$ cat src/rtl/dsp_pkg.sv
// dsp_pkg: shared constants for the DSP round/saturate post-processing path.
//   P_WIDTH_DEF     - default signed width of the incoming multiplier/MACC result
//   OUT_WIDTH_DEF   - default signed output width (matches the DSP A/B operand width)
//   SHIFT_WIDTH_DEF - default width of the right-shift amount
//   SAT_CNT_WIDTH   - width of the saturation event counter
//   SAT_MAX/SAT_MIN - clamp limits for the default output width
package dsp_pkg;

  localparam int unsigned P_WIDTH_DEF     = 40;
  localparam int unsigned OUT_WIDTH_DEF   = 18;
  localparam int unsigned SHIFT_WIDTH_DEF = 6;
  localparam int unsigned SAT_CNT_WIDTH   = 16;

  // Largest value representable in a w-bit two's complement number.
  function automatic longint sat_max(input int unsigned w);
    return (64'sd1 <<< (w - 1)) - 64'sd1;
  endfunction

  // Smallest value representable in a w-bit two's complement number.
  function automatic longint sat_min(input int unsigned w);
    return -(64'sd1 <<< (w - 1));
  endfunction

  localparam longint SAT_MAX = sat_max(OUT_WIDTH_DEF);
  localparam longint SAT_MIN = sat_min(OUT_WIDTH_DEF);

endpackage : dsp_pkg

$ cat src/rtl/dsp_pipe_stage.sv
// dsp_pipe_stage: single-entry valid/ready register slice.
//   clk, rst            - clock, asynchronous active-high reset
//   in_valid/in_ready   - upstream handshake; in_ready is combinational
//   in_data             - payload captured on an accepted beat
//   out_valid/out_ready - downstream handshake; out_valid is the stage's full flag
//   out_data            - registered payload, held while out_valid && !out_ready
// The stage loads whenever it is empty or its current content leaves this cycle,
// so a chain of these sustains one beat per clock without a bubble.
module dsp_pipe_stage #(
  parameter int unsigned WIDTH = 8
) (
  input  logic             clk,
  input  logic             rst,
  input  logic             in_valid,
  output logic             in_ready,
  input  logic [WIDTH-1:0] in_data,
  output logic             out_valid,
  input  logic             out_ready,
  output logic [WIDTH-1:0] out_data
);

  logic             valid_q;
  logic             valid_d;
  logic [WIDTH-1:0] data_q;
  logic [WIDTH-1:0] data_d;

  // Ready when empty, or when the held beat is consumed in this same cycle.
  assign in_ready  = !valid_q || out_ready;
  assign out_valid = valid_q;
  assign out_data  = data_q;

  // Next-state: refill on load slots, otherwise hold.
  always_comb begin
    valid_d = valid_q;
    data_d  = data_q;
    if (in_ready) begin
      valid_d = in_valid;
      if (in_valid) begin
        data_d = in_data;
      end
    end
  end

  // State register; reset empties the slot and zeroes the payload.
  always_ff @(posedge clk or posedge rst) begin
    if (rst) begin
      valid_q <= 1'b0;
      data_q  <= '0;
    end else begin
      valid_q <= valid_d;
      data_q  <= data_d;
    end
  end

endmodule : dsp_pipe_stage

$ cat src/rtl/dsp_round_sat.sv
// dsp_round_sat: rounds, right-shifts and saturates a signed DSP result down to
// the operand width, as a two-stage valid/ready pipeline.
//   CLK, ARST          - clock, asynchronous active-high reset (released synchronously
//                        by the integrating top level)
//   P_VALID/P_READY, P - input beat: signed P_WIDTH-bit result
//   SHIFT              - right-shift amount sampled with P; values above P_WIDTH-1
//                        behave as P_WIDTH-1
//   Y_VALID/Y_READY, Y - output beat: signed OUT_WIDTH-bit rounded/clamped result
//   SAT                - the current Y beat was clamped
//   SAT_STICKY         - a clamped beat has transferred since reset / SAT_CLR
//   SAT_CLR            - synchronous clear of SAT_STICKY and SAT_COUNT
//   SAT_COUNT          - number of clamped beats transferred, saturating at all-ones
// Stage 1 holds the rounded, shifted value at P_WIDTH+1 bits; stage 2 holds the
// clamped output and its SAT flag.
module dsp_round_sat
  import dsp_pkg::*;
#(
  parameter int unsigned P_WIDTH     = P_WIDTH_DEF,
  parameter int unsigned OUT_WIDTH   = OUT_WIDTH_DEF,
  parameter int unsigned SHIFT_WIDTH = SHIFT_WIDTH_DEF
) (
  input  logic                     CLK,
  input  logic                     ARST,
  input  logic                     P_VALID,
  output logic                     P_READY,
  input  logic [P_WIDTH-1:0]       P,
  input  logic [SHIFT_WIDTH-1:0]   SHIFT,
  output logic                     Y_VALID,
  input  logic                     Y_READY,
  output logic [OUT_WIDTH-1:0]     Y,
  output logic                     SAT,
  output logic                     SAT_STICKY,
  input  logic                     SAT_CLR,
  output logic [SAT_CNT_WIDTH-1:0] SAT_COUNT
);

  // One extra bit so the rounding increment can never overflow.
  localparam int unsigned R_WIDTH  = P_WIDTH + 1;
  localparam int unsigned S2_WIDTH = OUT_WIDTH + 1;
  localparam int unsigned SH_MAX   = P_WIDTH - 1;

  localparam logic signed [R_WIDTH-1:0] R_MAX = R_WIDTH'(sat_max(OUT_WIDTH));
  localparam logic signed [R_WIDTH-1:0] R_MIN = R_WIDTH'(sat_min(OUT_WIDTH));

  localparam logic [SAT_CNT_WIDTH-1:0] CNT_MAX = '1;

  // ---------------------------------------------------------------- stage 1
  int unsigned               sh_amt;
  logic signed [R_WIDTH-1:0] p_ext;
  logic signed [R_WIDTH-1:0] rnd;
  logic signed [R_WIDTH-1:0] r_c;
  logic signed [R_WIDTH-1:0] r_q;
  logic                      v1;
  logic                      s2_ready;

  // Round half up: add half an output LSB, then arithmetic shift.
  always_comb begin
    sh_amt = 32'(SHIFT);
    if (sh_amt > SH_MAX) begin
      sh_amt = SH_MAX;
    end
    p_ext = R_WIDTH'(signed'(P));
    rnd   = '0;
    if (sh_amt != 0) begin
      rnd = R_WIDTH'(1) << (sh_amt - 1);
    end
    r_c = (p_ext + rnd) >>> sh_amt;
  end

  dsp_pipe_stage #(
    .WIDTH (R_WIDTH)
  ) u_stage1 (
    .clk       (CLK),
    .rst       (ARST),
    .in_valid  (P_VALID),
    .in_ready  (P_READY),
    .in_data   (r_c),
    .out_valid (v1),
    .out_ready (s2_ready),
    .out_data  (r_q)
  );

  // ---------------------------------------------------------------- stage 2
  logic [OUT_WIDTH-1:0] y_c;
  logic                 sat_c;
  logic [S2_WIDTH-1:0]  s2_q;

  // Clamp to the signed output range and flag any clamping.
  always_comb begin
    y_c   = OUT_WIDTH'(r_q);
    sat_c = 1'b0;
    if (r_q > R_MAX) begin
      y_c   = OUT_WIDTH'(R_MAX);
      sat_c = 1'b1;
    end else if (r_q < R_MIN) begin
      y_c   = OUT_WIDTH'(R_MIN);
      sat_c = 1'b1;
    end
  end

  dsp_pipe_stage #(
    .WIDTH (S2_WIDTH)
  ) u_stage2 (
    .clk       (CLK),
    .rst       (ARST),
    .in_valid  (v1),
    .in_ready  (s2_ready),
    .in_data   ({sat_c, y_c}),
    .out_valid (Y_VALID),
    .out_ready (Y_READY),
    .out_data  (s2_q)
  );

  assign {SAT, Y} = s2_q;

  // ------------------------------------------------------ saturation status
  logic                     sat_xfer;
  logic                     sat_sticky_q;
  logic                     sat_sticky_d;
  logic [SAT_CNT_WIDTH-1:0] sat_cnt_q;
  logic [SAT_CNT_WIDTH-1:0] sat_cnt_d;

  assign sat_xfer = Y_VALID && Y_READY && SAT;

  // A clear coinciding with a clamped transfer still records that transfer.
  always_comb begin
    sat_sticky_d = sat_sticky_q;
    sat_cnt_d    = sat_cnt_q;
    if (SAT_CLR) begin
      sat_sticky_d = sat_xfer;
      sat_cnt_d    = sat_xfer ? SAT_CNT_WIDTH'(1) : '0;
    end else if (sat_xfer) begin
      sat_sticky_d = 1'b1;
      if (sat_cnt_q != CNT_MAX) begin
        sat_cnt_d = sat_cnt_q + SAT_CNT_WIDTH'(1);
      end
    end
  end

  // Status registers.
  always_ff @(posedge CLK or posedge ARST) begin
    if (ARST) begin
      sat_sticky_q <= 1'b0;
      sat_cnt_q    <= '0;
    end else begin
      sat_sticky_q <= sat_sticky_d;
      sat_cnt_q    <= sat_cnt_d;
    end
  end

  assign SAT_STICKY = sat_sticky_q;
  assign SAT_COUNT  = sat_cnt_q;

endmodule : dsp_round_sat

$ cat config.mk
export PLATFORM = sky130hd
export DESIGN_NAME = dsp_round_sat
export DESIGN_NICKNAME = d
export VERILOG_FILES = /design/src/rtl/dsp_pkg.sv /design/src/rtl/dsp_pipe_stage.sv /design/src/rtl/dsp_round_sat.sv
export SDC_FILE = /design/constraint.sdc
export NUM_CORES = 1
export LEC_CHECK = 0
export ABC_AREA = 1
export CAP_MARGIN = 0
export CORE_MARGIN = 3
export CORE_UTILIZATION = 45
export CTS_CLUSTER_SIZE = 20
export DETAILED_ROUTE_END_ITERATION = 8
export MAX_ROUTING_LAYER = met4
export PLACE_DENSITY = 0.65
export SLEW_MARGIN = 20
export SYNTH_ARGS = -nofsm -noshare
export SYNTH_HDL_FRONTEND = slang
export SYNTH_SLANG_ARGS = --single-unit
$ cat constraint.sdc
create_clock -name CLK -period 4.23 [get_ports CLK]
set_input_delay 0.423 -clock CLK [delete_from_list [all_inputs] [get_ports CLK]]
set_output_delay 0.423 -clock CLK [all_outputs]
set_load 0.01 [all_outputs]
Word level (Yosys, flattened, before mapping)
Index checks and enable logic that the tools add are counted.
- flip-flop bits (word level): 79
- input bits: 51
- output and inout bits: 38
- word-level logic and storage cells: 39
- $add $sub $neg: 3
- magnitude comparators: 3
- equality and inequality tests: 1
- shift-type cells: 2
- mux-type cells: 12
- reduce and logical (&&, ||, !) cells: 12
- operator list (kind ; number):
    two-way mux 16 bit ; 3
    adder 40 x 41 -> 41 bit ; 1
    > comparator 41 x 18 -> 1 bit (second input constant) ; 1
    < comparator 41 x 18 -> 1 bit (second input constant) ; 1
    two-way mux 41 bit ; 1
    left shift 1 x 32 -> 41 bit (first input constant) ; 1
    >>> shifter 41 x 32 -> 41 bit ; 1
    two-way mux 18 bit ; 2
    nonzero test 32 bit ; 1
    subtractor 32 x 1 -> 32 bit (second input constant) ; 1
    adder 16 x 1 -> 16 bit (second input constant) ; 1
    inequality test 16 bit (second input constant) ; 1
    > comparator 6 bit (second input constant) ; 1
    two-way mux 6 bit ; 1
    AND reduction 2 bit ; 3
    two-way mux 1 bit ; 5
    nonzero test 2 bit ; 2
    logical AND 1 bit ; 2
    zero test 1 bit ; 2
    logical OR 1 bit ; 2

Logic depth before layout (Yosys ltp)
- word-level depth: 7
- depth in mapped cells: 40
- depth with buffers taken out: 38

Modules after synthesis
A second synthesis with hierarchy kept.
- cells, all modules: 1653
- area, all modules: 9566.7 sq um
- by module, submodules not included (module ; instances ; cells each ; area each (sq um) ; sequential area each (sq um)):
    dsp_round_sat ; 1 ; 1382 ; 7014.2 ; 425.4
    dsp_pipe_stage (u_stage1) ; 1 ; 183 ; 1719.1 ; 1051.0
    dsp_pipe_stage (u_stage2) ; 1 ; 88 ; 833.3 ; 500.5

Worst setup path after synthesis
Ideal clock, no wire load.
- path type: input-to-reg
- start point: input SHIFT[4]
- end point: register u_stage1.data_q[7], in the netlist u_stage1.out_data[7]
- setup time: 0.120 ns
- data arrival time: 4.745 ns
- data required time: 4.110 ns
- slack: -0.635 ns
- cell stages on the path: 29
- buffers on the path: 3
- path through: buf_2 > nor2_1 > nor2_2 > nor2_1 > clkbuf_1 > ha_1 > inv_1 > nor2_1 > nand4_1 > nand3_1 > clkbuf_1 > nor2_1 > ha_1 > fa_1 > nand2_1 > nor2_1 > nor2_1 > o21bai_2 > nand2_1 > nand2_1 > or2_2 > nand3_1 > nand3_1 > nand3_1 > nand3_1 > a21oi_1 > nand3_1 > o21ai_0 > inv_1
- word-level cells in the longest chain between the ends: 7
- elaborated cells between the ends (all ways): 8
- those cells by class: 2 x add/sub; 1 x order compare; 2 x shift; 2 x mux; 1 x reduce/logical
- RTL lines (what ; RTL line ; text):
    start: declaration ; dsp_round_sat.sv:27 ; input logic [SHIFT_WIDTH-1:0] SHIFT,
    > comparator 6 bit ; dsp_round_sat.sv:59 ; if (sh_amt > SH_MAX) begin
    two-way mux 6 bit (*) ; dsp_round_sat.sv:59 ;
    subtractor 32 x 1 -> 32 bit ; dsp_round_sat.sv:65 ; rnd = R_WIDTH'(1) << (sh_amt - 1);
    left shift 1 x 32 -> 41 bit ; dsp_round_sat.sv:65 ;
    two-way mux 41 bit ; dsp_round_sat.sv:64 ; if (sh_amt != 0) begin
    adder 40 x 41 -> 41 bit ; dsp_round_sat.sv:67 ; r_c = (p_ext + rnd) >>> sh_amt;
    >>> shifter 41 x 32 -> 41 bit (*) ; dsp_round_sat.sv:67 ;
    end signal: assignment ; dsp_pipe_stage.sv:51 ; data_q <= data_d;
    end: declaration ; dsp_pipe_stage.sv:24 ; logic [WIDTH-1:0] data_q;
Mark *: on every way between the ends. The rest lies on a longest branch, timed or not.
A chain may end at the register's enable or synchronous reset.

Final worst setup path
- start point: input SHIFT[3]
- end point: register u_stage1.data_q[5], in the netlist u_stage1.out_data[5]
The elaborated chain is that of the path after synthesis.

==> impl_metrics.csv <==
group,metric,value,unit
status,status,"complete, but fails checks",
status,violations,"setup timing",
cts,clk_pin_slew,0.06,ns
timing,period_needed,4.258,ns
worst_setup_path,r2r-end,"SAT_COUNT[15]$_DFFE_PP0P_",
global_routing,grt_overflow,0,
placement,place.port_buffers,88,
timing,finalCritPeriodShare,1.007,
yosys,syn_area_per_cell,5.799,µm²
floorplan,fp.dieW,147.1,µm
worst_setup_path,crit_top_cell,"nand2_1",
worst_setup_path,critical-path-slowest-cell,"ha_2",
worst_setup_path,endpoint_kind,"flip-flop",
cells_and_area,mostFrequentLayoutCell,"nand2_1",
worst_setup_path,worstPathRequired,4.45,ns
timing,slew_headroom,0.3146,
timing,rsz0062_at_grt,"yes",
yosys,ys_warn_count,0,
yosys,async_reset_ff_frac,1.000,
global_routing,antenna_found_initial,0,
cells_and_area,drive_gt1_frac,0.3571,
pwr,pwr_density_cell,233.6,mW/mm²
cts,clockBufferDepth,2,
yosys,ys_ff_latch,79,
cells_and_area,multi_input_area,0.008080,mm²
run,cap_violations,0,
pwr,ir_worst_vdd,0.2524,mV
cts,clock-sinks,79,
detailed_routing,initialDrtViolationCount,1472,
worst_setup_path,arrival,4.48,ns
timing,fin_skew,0.006483,ns
floorplan,initial_core_util,0.4680,
timing,hold_slack,0.4758,ns
timing,fmax,234.9,MHz
placement,dpl.cell_count,2060,
placement,place.gp.congestion,1.081,
worst_setup_path,reg2reg_slack,1.77,ns
yosys,ys_seq_area_frac,0.2206,
global_routing,grt_pass1_vias,11254,
floorplan,die-area,0.02164,mm²
floorplan,die_y,147.1,µm
worst_setup_path,reg2reg_depth,14,
yosys,synth.cell_area,0.008960,mm²
worst_setup_path,critPathCapture,"u_stage1.out_data[5]$_DFFE_PP0P_",
floorplan,coreArea,0.01914,mm²
timing,tightest_slew,1.024,ns
pwr,total_leakage_power,6.616,nW
cells_and_area,regArea,0.001977,mm²
cells_and_area,final_nets,1930,
cts,cts_made_buffers,9,
detailed_routing,wl,38.07,mm
timing,hold_viol,0,
worst_setup_path,cp_max_fo,4,
worst_setup_path,slowest_delay,0.25,ns
worst_setup_path,worst-setup-path-type,"primary input to flip-flop",
timing,setup_ws,-0.02775,ns
cts,cts_tree,"built",
placement,pre_cts_slack,-1.284,ns
cells_and_area,layoutNonFillerInstCount,2098,
yosys,syn-num-nets,1640,
detailed_routing,drtAntennaViolNets,0,
yosys,synthCells,1545,
pwr,power,3.280,mW
cts,htreeDepth,3,
floorplan,num_rows,50,
timing,drv_slew,0,
yosys,synth_cell_types,41,
worst_setup_path,cp-start-kind,"primary input",
global_routing,grt_pass1_wl,58.17,mm
yosys,synth_enable_flop_cells,0,
detailed_routing,vias,12200,
worst_hold_path,min_path_type,"flip-flop to flip-flop",
placement,hpwlAfterDp,28.72,mm
detailed_routing,drc,0,
global_routing,grt_usage,0.3418,
cells_and_area,synthToLayoutAreaGrowth,56.74,%
floorplan,ios,89,
cells_and_area,fillers,1579,
cts,clk_latency,0.33,ns
worst_setup_path,rr_startpoint,"SAT_COUNT[1]$_DFFE_PP0P_",
detailed_routing,routedWlPerCell,18.14,µm
timing,setup_viol_count_final,1,
cts,cts-root-buf,"clkbuf_16",
detailed_routing,vias_per_cell,5.815,
detailed_routing,firstDrtPassIters,6,
yosys,ys.flop_type,"dfrtp_1",
worst_setup_path,critPathLaunch,"SHIFT[3]",
global_routing,grt_max_degree,59,
cells_and_area,final_cell_mix,"nand2_1, buf_4, nand3_1, inv_1, nand3_2",
## flip-flops by register name, summed over array words and instances, names as in the netlist
signal / count
SAT_COUNT: 16
u_stage2.out_data: 19
SAT_STICKY: 1
u_stage1.out_valid: 1
u_stage2.out_valid: 1
u_stage1.out_data: 41
## synthesized netlist by cell type (all sizes together) (2+ instances only)
cell type / instances / area, µm²
nand3b: 8 / 60.06
clkbuf: 31 / 116.4
o22ai: 6 / 37.54
nand4: 33 / 212.7
ha: 43 / 538.0
inv: 146 / 548.0
o211ai: 3 / 22.52
buf: 21 / 97.60
o21ai: 80 / 419.2
clkinv: 2 / 7.510
xor2: 8 / 88.84
nor3: 22 / 110.1
nand2: 449 / 1705
nand3: 320 / 1617
or2: 8 / 50.05
a21oi: 91 / 463.0
dfrtp: 79 / 1977
nor2: 156 / 608.1
o21bai: 8 / 63.81
a31oi: 18 / 112.6
xnor2: 2 / 17.52
nor4: 7 / 43.79
## timing repair
| item | CTS | global route |
|---|---|---|
| hold buffers | 0 | 0 |
| pin swaps | 113 | 102 |
| buffers inserted | 9 | 17 |
| resized for setup | 298 | 214 |
| gates cloned | 1 | 0 |
| endpoints found under the setup margin | 41 | 41 |
## critical path, delay by kind of cell
kind	cells	cell delay (ns)
simple gates	20	2.10
buf+inv	9	1.01
fa+ha+maj	2	0.48
compound gates	3	0.45
## metal layers
layer,vias up,GRT usage,share of wire
met5,-,-,0
met4,0,0.04520,0.018
met3,71,0.08667,0.10
met2,628,0.5173,0.44
met1,5720,0.4773,0.44
li1,5781,-,-
## through the flow
stage	area (µm²)	setup TNS, ns	util
6_report	14040	-0.02775	0.7336
5_1_grt	14040	-6.124	0.7335
4_1_cts	13130	0	0.6857
3_5_place_dp	11680	-44.58	0.6100
3_3_place_gp	11680	-42.62	0.6100
2_1_floorplan	9007	0	-
## cells by family (layout without fill, tap and decap cells)
kind of cell | count (synthesis) | after routing | share of synthesized area
simple gates | 1003 | 1003 | 0.4918
compound gates | 209 | 210 | 0.1275
buf+inv | 200 | 491 | 0.08588
flops | 79 | 79 | 0.2206
fa+ha+maj | 44 | 44 | 0.06228
xor+xnor | 10 | 10 | 0.01187
other cells | 0 | 1 | 0
## power by group
part	total [mW]	internal [mW]	switching, mW
registers	1.02	0.911	0.106
clock network	0.690	0.401	0.289
logic	1.57	0.661	0.912
total	3.28	1.97	1.31
## area by class of cell
class | instances | area share
Antenna cell | 1 | 0.0001782
Clock buffer | 11 | 0.01728
Clock inverter | 2 | 0.0007128
Inverter | 148 | 0.04000
Multi-Input combinational cell | 1267 | 0.5754
Sequential cell | 79 | 0.1408
Tap cell | 260 | 0.02316
Timing Repair Buffer | 330 | 0.2025
## worst min-delay path by stage
stage	endpoint	start	slack, ns	cells past startpoint
after CTS	u_stage2.out_data[0]$_DFFE_PP0P_	u_stage2.out_data[0]$_DFFE_PP0P_	0.48	2
after global placement	u_stage1.out_data[3]$_DFFE_PP0P_	u_stage1.out_data[3]$_DFFE_PP0P_	0.46	2
after detailed placement	u_stage1.out_data[3]$_DFFE_PP0P_	u_stage1.out_data[3]$_DFFE_PP0P_	0.46	2
after floorplan	u_stage1.out_data[3]$_DFFE_PP0P_	u_stage1.out_data[3]$_DFFE_PP0P_	0.44	2
after global routing	u_stage2.out_data[7]$_DFFE_PP0P_	u_stage2.out_data[7]$_DFFE_PP0P_	0.51	2
final	SAT_STICKY$_DFFE_PP0P_	SAT_STICKY$_DFFE_PP0P_	0.48	2
(Power assumes the default switching activity.)
